[config.mk]
export PLATFORM = sky130hd
export DESIGN_NAME = instr_fetch_unit
export DESIGN_NICKNAME = d
export VERILOG_FILES = /design/src/rtl/cpu_pkg.sv /design/src/rtl/pc_next_calc.sv /design/src/rtl/instr_fetch_unit.sv
export SDC_FILE = /design/constraint.sdc
export NUM_CORES = 1
export LEC_CHECK = 0
export CAP_MARGIN = 20
export CORE_UTILIZATION = 45
export DETAILED_ROUTE_END_ITERATION = 10
export PLACE_DENSITY = 0.74
export SYNTH_ARGS = -nofsm -noshare
export SYNTH_HDL_FRONTEND = slang
export SYNTH_HIERARCHICAL = 1
export SYNTH_SLANG_ARGS = --single-unit
[constraint.sdc]
create_clock -name clk -period 7.5 [get_ports clk]
set_input_delay 1.5 -clock clk [delete_from_list [all_inputs] [get_ports clk]]
set_output_delay 1.5 -clock clk [all_outputs]
set_load 0.01 [all_outputs]
[src/rtl/cpu_pkg.sv]
// Shared CPU definitions: opcode constants, instruction field positions and
// the fetch-stage state encoding.
package cpu_pkg;

  localparam logic [3:0] OP_LW    = 4'b0000;
  localparam logic [3:0] OP_SW    = 4'b0001;
  localparam logic [3:0] OP_J     = 4'b0010;
  localparam logic [3:0] OP_BRZ   = 4'b0100;
  localparam logic [3:0] OP_RTYPE = 4'b1000;
  localparam logic [3:0] OP_ADDI  = 4'b1001;

  localparam int unsigned OP_MSB  = 15;
  localparam int unsigned OP_LSB  = 12;
  localparam int unsigned JT_MSB  = 11;
  localparam int unsigned JT_LSB  = 0;
  localparam int unsigned FT_MSB  = 7;
  localparam int unsigned FT_LSB  = 0;
  localparam int unsigned JT_W    = JT_MSB - JT_LSB + 1;
  localparam int unsigned FT_W    = FT_MSB - FT_LSB + 1;

  localparam logic [0:0] S_REQ  = 1'b0;
  localparam logic [0:0] S_EXEC = 1'b1;

endpackage

[src/rtl/pc_next_calc.sv]
// Next-PC selection for the fetch stage: absolute jump, relative branch or
// sequential, all modulo 2^PC_W.
module pc_next_calc
  import cpu_pkg::*;
#(
  parameter int unsigned PC_W = 12
) (
  input  logic [PC_W-1:0] pc_i,
  input  logic [JT_W-1:0] ir_lo_i,
  input  logic            seljump_i,
  input  logic            selbr_i,
  output logic [PC_W-1:0] pc_next_o
);

  logic [PC_W-1:0] jump_tgt;
  logic [PC_W-1:0] br_off;
  logic [PC_W-1:0] pc_plus1;

  // Branch offset is the signed low byte; the jump target is zero-extended.
  assign jump_tgt = PC_W'(ir_lo_i);
  assign br_off   = PC_W'(signed'(ir_lo_i[FT_MSB:FT_LSB]));
  assign pc_plus1 = pc_i + PC_W'(1);

  always_comb begin
    pc_next_o = pc_plus1;
    if (seljump_i) begin
      pc_next_o = jump_tgt;
    end else if (selbr_i) begin
      pc_next_o = pc_plus1 + br_off;
    end
  end

endmodule

[src/rtl/instr_fetch_unit.sv]
// Multi-cycle fetch stage: requests an instruction, holds it in the IR for one
// EXEC window, then advances the PC from the controller's jump/branch decision.
module instr_fetch_unit
  import cpu_pkg::*;
#(
  parameter int unsigned     PC_W     = 12,
  parameter int unsigned     INSTR_W  = 16,
  parameter logic [PC_W-1:0] RESET_PC = '0,
  parameter int unsigned     CNT_W    = 16
) (
  input  logic               clk,
  input  logic               rst,
  output logic               imem_req,
  output logic [PC_W-1:0]    imem_addr,
  input  logic               imem_ack,
  input  logic [INSTR_W-1:0] imem_rdata,
  input  logic               hold,
  input  logic               seljump,
  input  logic               selbr,
  output logic               instr_valid,
  output logic [3:0]         opcode,
  output logic [FT_W-1:0]    func_type,
  output logic [PC_W-1:0]    pc,
  output logic [CNT_W-1:0]   retired
);

  logic [0:0]         state_q, state_d;
  logic [PC_W-1:0]    pc_q, pc_d;
  logic [INSTR_W-1:0] ir_q, ir_d;
  logic [CNT_W-1:0]   retired_q, retired_d;
  logic [PC_W-1:0]    pc_next;

  pc_next_calc #(
    .PC_W (PC_W)
  ) u_pc_next (
    .pc_i      (pc_q),
    .ir_lo_i   (ir_q[JT_MSB:JT_LSB]),
    .seljump_i (seljump),
    .selbr_i   (selbr),
    .pc_next_o (pc_next)
  );

  always_comb begin
    state_d   = state_q;
    pc_d      = pc_q;
    ir_d      = ir_q;
    retired_d = retired_q;
    case (state_q)
      S_REQ: begin
        if (imem_ack) begin
          ir_d    = imem_rdata;
          state_d = S_EXEC;
        end
      end
      default: begin
        if (!hold) begin
          pc_d      = pc_next;
          retired_d = retired_q + CNT_W'(1);
          state_d   = S_REQ;
        end
      end
    endcase
  end

  always_ff @(posedge clk or posedge rst) begin
    if (rst) begin
      state_q   <= S_REQ;
      pc_q      <= RESET_PC;
      ir_q      <= '0;
      retired_q <= '0;
    end else begin
      state_q   <= state_d;
      pc_q      <= pc_d;
      ir_q      <= ir_d;
      retired_q <= retired_d;
    end
  end

  // Gating with rst drops the request in the same cycle reset is asserted.
  assign imem_req    = (state_q == S_REQ) && !rst;
  assign imem_addr   = pc_q;
  assign instr_valid = (state_q == S_EXEC);
  assign opcode      = ir_q[OP_MSB:OP_LSB];
  assign func_type   = ir_q[FT_MSB:FT_LSB];
  assign pc          = pc_q;
  assign retired     = retired_q;

endmodule

**After elaboration in Yosys (flattened, before gate mapping)**

Cells that the tools add are included.

- Bits in writable memories: 0
- Memories: 0
- Word-level logic and storage cells: 18
- Bits in latches: 0
- Output and inout port bits: 54
- ROM bits: 0
- Input bits: 22
- Register bits after elaboration: 45

- $mul: 0
- Multiplexer cells: 5
- Bitwise gates (word level): 2
- Reductions and logical operators: 4
- Div/mod/pow operators: 0
- Equal/unequal tests: 0
- Shifts and indexed selects: 0
- Magnitude comparators: 0
- Add/sub/neg operators: 3

Operators by type and width:

| operator | count |
|---|---|
| 2-to-1 mux 12 bit | 2 |
| adder 16 x 1 -> 16 bit, second input constant | 1 |
| adder 12 x 1 -> 12 bit, second input constant | 1 |
| adder 12 bit | 1 |
| AND reduction 2 bit | 2 |
| 2-to-1 mux 1 bit | 3 |
| NOT 1 bit | 2 |
| logical AND 1 bit | 1 |
| zero test 1 bit | 1 |

**Depth between registers and ports, before layout**

- Word-level depth: 4
- Mapped depth: 12
- Mapped depth without buffers: 12

**Hierarchy**

The synthesis kept the hierarchy.

Modules (own cells, without submodules):

| module | area each (um^2) | cells an instance | times used | seq. area each (um^2) |
|---|---|---|---|---|
| instr_fetch_unit | 1961.9 | 145 | 1 | 1126.1 |
| pc_next_calc | 998.5 | 146 | 1 | 0.0 |

**Worst setup path before layout**

No wires, ideal clock.

- Kind: input to output
- Start point: input rst
- End point: output imem_req
- Data required time: 6.000 ns
- Path buffers: 0
- Slack: 4.343 ns
- Arrival time: 1.657 ns
- Stages on the path: 1
- Path through: nor2_1

- Word-level cells in the longest chain between the ends: 2

Ends and longest elaborated chain:

| item | RTL line | RTL |
|---|---|---|
| start, declared | instr_fetch_unit.sv:12 | `input logic rst,` |
| zero test 1 bit | instr_fetch_unit.sv:80 | `assign imem_req = (state_q == S_REQ) && !rst;` |
| logical AND 1 bit | instr_fetch_unit.sv:80 |  |
| end, declared | instr_fetch_unit.sv:13 | `output logic imem_req,` |

Every way passes these cells.

**Worst setup path in the final report**

Same ends and word-level chain as after synthesis.

==> parameters.txt <==
Parameter                              Value

Status
  Result of the run    finished, final reports clean

Placed design
  Standard cell area after detailed placement    0.00358 sq mm
  Placer's final routability congestion estimate    0.870
  HPWL after detailed placement    4530 microns
  Port buffer count    75

CTS
  TritonCTS clock tree    built
  Number of CTS-inserted buffers    5
  Maximum root-to-sink buffer count    2
  Resized Gates After CTS    0
  H-tree Lvls    2
  Hold-fix buffers, CTS    0
  Number of sinks driven by the clock tree    45
  Clock root buffer    sky130_fd_sc_hd__clkbuf_8
  Clock-pin slew on the worst setup and hold paths    0.08 ns
  Post-CTS setup-driven buffer insertion count    0
  Clk_lat worst skew    0.30 ns

Critical path
  Startpoint class of the critical path    input port
  Classification of the worst setup path    input port to primary output
  Crit-path most repeated cell    sky130_fd_sc_hd__clkdlybuf4s50_1
  Worst EP arrival    2.57 ns
  Cell-by-cell trace of the critical path    clkdlybuf4s50_1 -> nor2_1 -> clkdlybuf4s50_1
  Critical Path Sink Type    primary output
  Critical path's largest stage delay    0.54 ns
  Crit-path max FO    2
  CP Buf/Inv Count    2
  Cell class contributing the biggest share of worst-path delay    buffers and inverters
  Cell at the slowest stage of the critical path    sky130_fd_sc_hd__clkdlybuf4s50_1
  Required time of the worst setup path    6.00 ns

Cells and area
  Final Cell Area    0.00369 sq mm
  Share of layout cells above drive strength 1    15.0%
  Layout overhead on the synthesized area    24.7%
  Fill cell count    543
  Total number of nets in the final design    379
  Top library cells by usage in the layout, fill and taps aside    75 x sky130_fd_sc_hd__clkdlybuf4s50_1, 45 x sky130_fd_sc_hd__dfrtp_1, 31 x sky130_fd_sc_hd__mux2_2
  Most common cell after layout, fill and taps aside    sky130_fd_sc_hd__clkdlybuf4s50_1
  Antenna cells    0

Power and ir drop
  Power Density    401 mW/mm^2
  P_int    0.879 mW
  Maximum ir drop on the vdd rail    0.000240 V
  Relative contribution of sequential cells to total power    28.3%
  Switching power as a share of total power    40.6%
  Net switching power    0.601 mW
  Combinational Power Share    59.2%
  Total leakage power    1.52 nW
  Clock power frac    12.4%

Synth
  Number of nets in the synthesized netlist    330
  Part of the Yosys area used for sequential elements    38.0%
  Largest area contributor in the netlist    sky130_fd_sc_hd__dfrtp_1
  Top_reg_cell synth    sky130_fd_sc_hd__dfrtp_1
  Main area contributors after synthesis    sky130_fd_sc_hd__dfrtp_1 38%, sky130_fd_sc_hd__mux2_2 12%, sky130_fd_sc_hd__xnor2_1 7.4%
  Number of flops mapped to enable cells by yosys    0
  Count of mapped cells out of synthesis    291
  Fraction of synthesis flops using an asynchronous set or reset pin    100%
  #FFs+latches synth    45
  Yosys top cell area share    38.0%
  Number of distinct library cells after synthesis    44
  Ys Warns    6
  Post-Syn Area    0.00296 sq mm
  Synth Area per Inst    10.2 sq um

STA
  Max-slew headroom at the worst pin    34.7%
  Number of pins exceeding their max-slew limit in the final report    0
  Part of the cycle the worst path needs    54.3%
  Max Fclk    246 MHz
  Endpoints failing setup    0
  Worst Tran Pin Value    0.974 ns
  Hold slack final    0.502 ns
  Final Hold Vio Count    0
  Crit path time final    4.07 ns
  Largest clock skew in the final design    0.00237 ns
  Total negative slack for setup checks    0 ns
  Unrepaired setup endpoints after global routing    no

Global route
  Via count of the first global-routing pass    2,257
  Antenna violations before repair    0
  Maximum number of pins on one net before global-route repair    46
  Total global routing overflow    0
  Total routing usage reported by global routing    19.0%
  Global-route wire length before repair    10,600 microns

Die
  Starting density of the core    46.6%
  Placeable core region    0.00635 sq mm
  Die ar.    0.00691 sq mm
  Chip Height    83.1 microns
  Num ports    76
  Standard-cell rows    29
  Horizontal die dimension    83.1 microns

Flow run
  Max-cap viol count    0

Detailed routing
  Number of nets with antenna violations after routing    0
  Overall via count from detail_route    2,232
  Vias per cell    5.34
  Routed length per placed instance    15.0 microns
  Post-route DRC violation count    0
  Routed Wire Length    6270 microns
  Iteration-0 DRC count of the detailed router    67
  Router iterations before antenna repair    4

Min path
  Kind of path behind the tightest hold check    flop to flop
-- cell families (layout without fill, tap and decap cells) --
logic type,count (synthesis),count (layout),synth area share [%]
mux,34,34,13.0
flops,45,45,38.0
buf+inv,40,90,8.62
simple gates,82,82,13.6
compound gates,41,41,9.89
fa+ha+maj,17,17,7.44
xor+xnor,32,32,9.47
-- worst reg2reg max path, delay by kind of cell (launching register included) --
family                     cells  cell delay [ns]
adders and majority gates      2             0.68
AOI/OAI and AO/OA              4             0.79
xor gates and xnor gates       1             0.22
DFF                            1             0.55
muxes                          1             0.30
and+or+nand+nor                3             0.40
-- path summary, 6_finish.rpt --
check / startpoint / end / slack, ns / cells after the start
setup / recovery: rst / imem_req / 3.43 / 3
hold / removal: retired[15] / retired[15] / 0.50 / 1
setup reg to reg: imem_addr[0] / imem_addr[11] / 4.47 / 11
hold reg to reg: retired[15] / retired[15] / 0.50 / 1
max in group asynchronous: rst / ir_q[5] / 5.15 / 2
min in group asynchronous: rst / retired[6] / 1.76 / 2
-- per-stage QoR --
step	utilization (%)	power [mW]	setup WS, ns	std cells
2_1_floorplan	-	1.04	4.34	291
3_3_place_gp	56.4	1.27	3.44	410
3_5_place_dp	56.4	1.29	3.43	410
4_1_cts	58.1	1.49	3.43	418
5_1_grt	58.1	1.59	3.39	418
6_report	58.1	1.48	3.43	418
-- power by group through the flow --
stage / Combinational (mW) / Sequential, mW / Clock, mW
global placement: 0.850 / 0.421 / 0
finish: 0.877 / 0.419 / 0.184
floorplan: 0.626 / 0.419 / 0
CTS: 0.875 / 0.422 / 0.191
detailed placement: 0.867 / 0.426 / 0
global route: 0.955 / 0.439 / 0.200
-- cells in the mapped netlist (3+ instances only) --
library cell,count
sky130_fd_sc_hd__o21ai_0,7
sky130_fd_sc_hd__xor2_1,7
sky130_fd_sc_hd__ha_1,16
sky130_fd_sc_hd__nor3_1,3
sky130_fd_sc_hd__nand3_1,13
sky130_fd_sc_hd__buf_2,3
sky130_fd_sc_hd__and4_1,4
sky130_fd_sc_hd__a21oi_1,10
sky130_fd_sc_hd__o21ai_1,4
sky130_fd_sc_hd__clkbuf_1,3
sky130_fd_sc_hd__and3_1,3
sky130_fd_sc_hd__mux2_2,31
sky130_fd_sc_hd__inv_1,7
sky130_fd_sc_hd__dfrtp_1,45
sky130_fd_sc_hd__a21o_1,3
sky130_fd_sc_hd__nand2_1,22
sky130_fd_sc_hd__nand4_1,9
sky130_fd_sc_hd__xnor2_1,25
sky130_fd_sc_hd__nor2_1,21
sky130_fd_sc_hd__buf_4,25
-- layer usage --
layer  up-vias  wire [microns]  track usage [%]
met3         9             243             3.28
met5         -               0                0
met2        55            3020             32.3
met1      1068            2920             24.5
li1       1100               -                -
met4         0              91             6.11
-- layout make-up --
cell class              instances  area (sq um)  share of cell area (%)
repair buffers                 75           751                    20.3
clock inverters                 2          38.8                    1.05
well taps                      77          96.3                    2.61
multi-input cells             206          1580                    42.8
clock buffers                   6          72.6                    1.97
inverters                       7          26.3                   0.712
flip-flops and latches         45          1130                    30.5
-- sequential cells by signal, summed over array words and instances (netlist names) --
| signal | count |
|---|---|
| instr_valid | 1 |
| ir_q | 16 |
| imem_addr | 12 |
| retired | 16 |
Power figures use the tool's default switching activity.
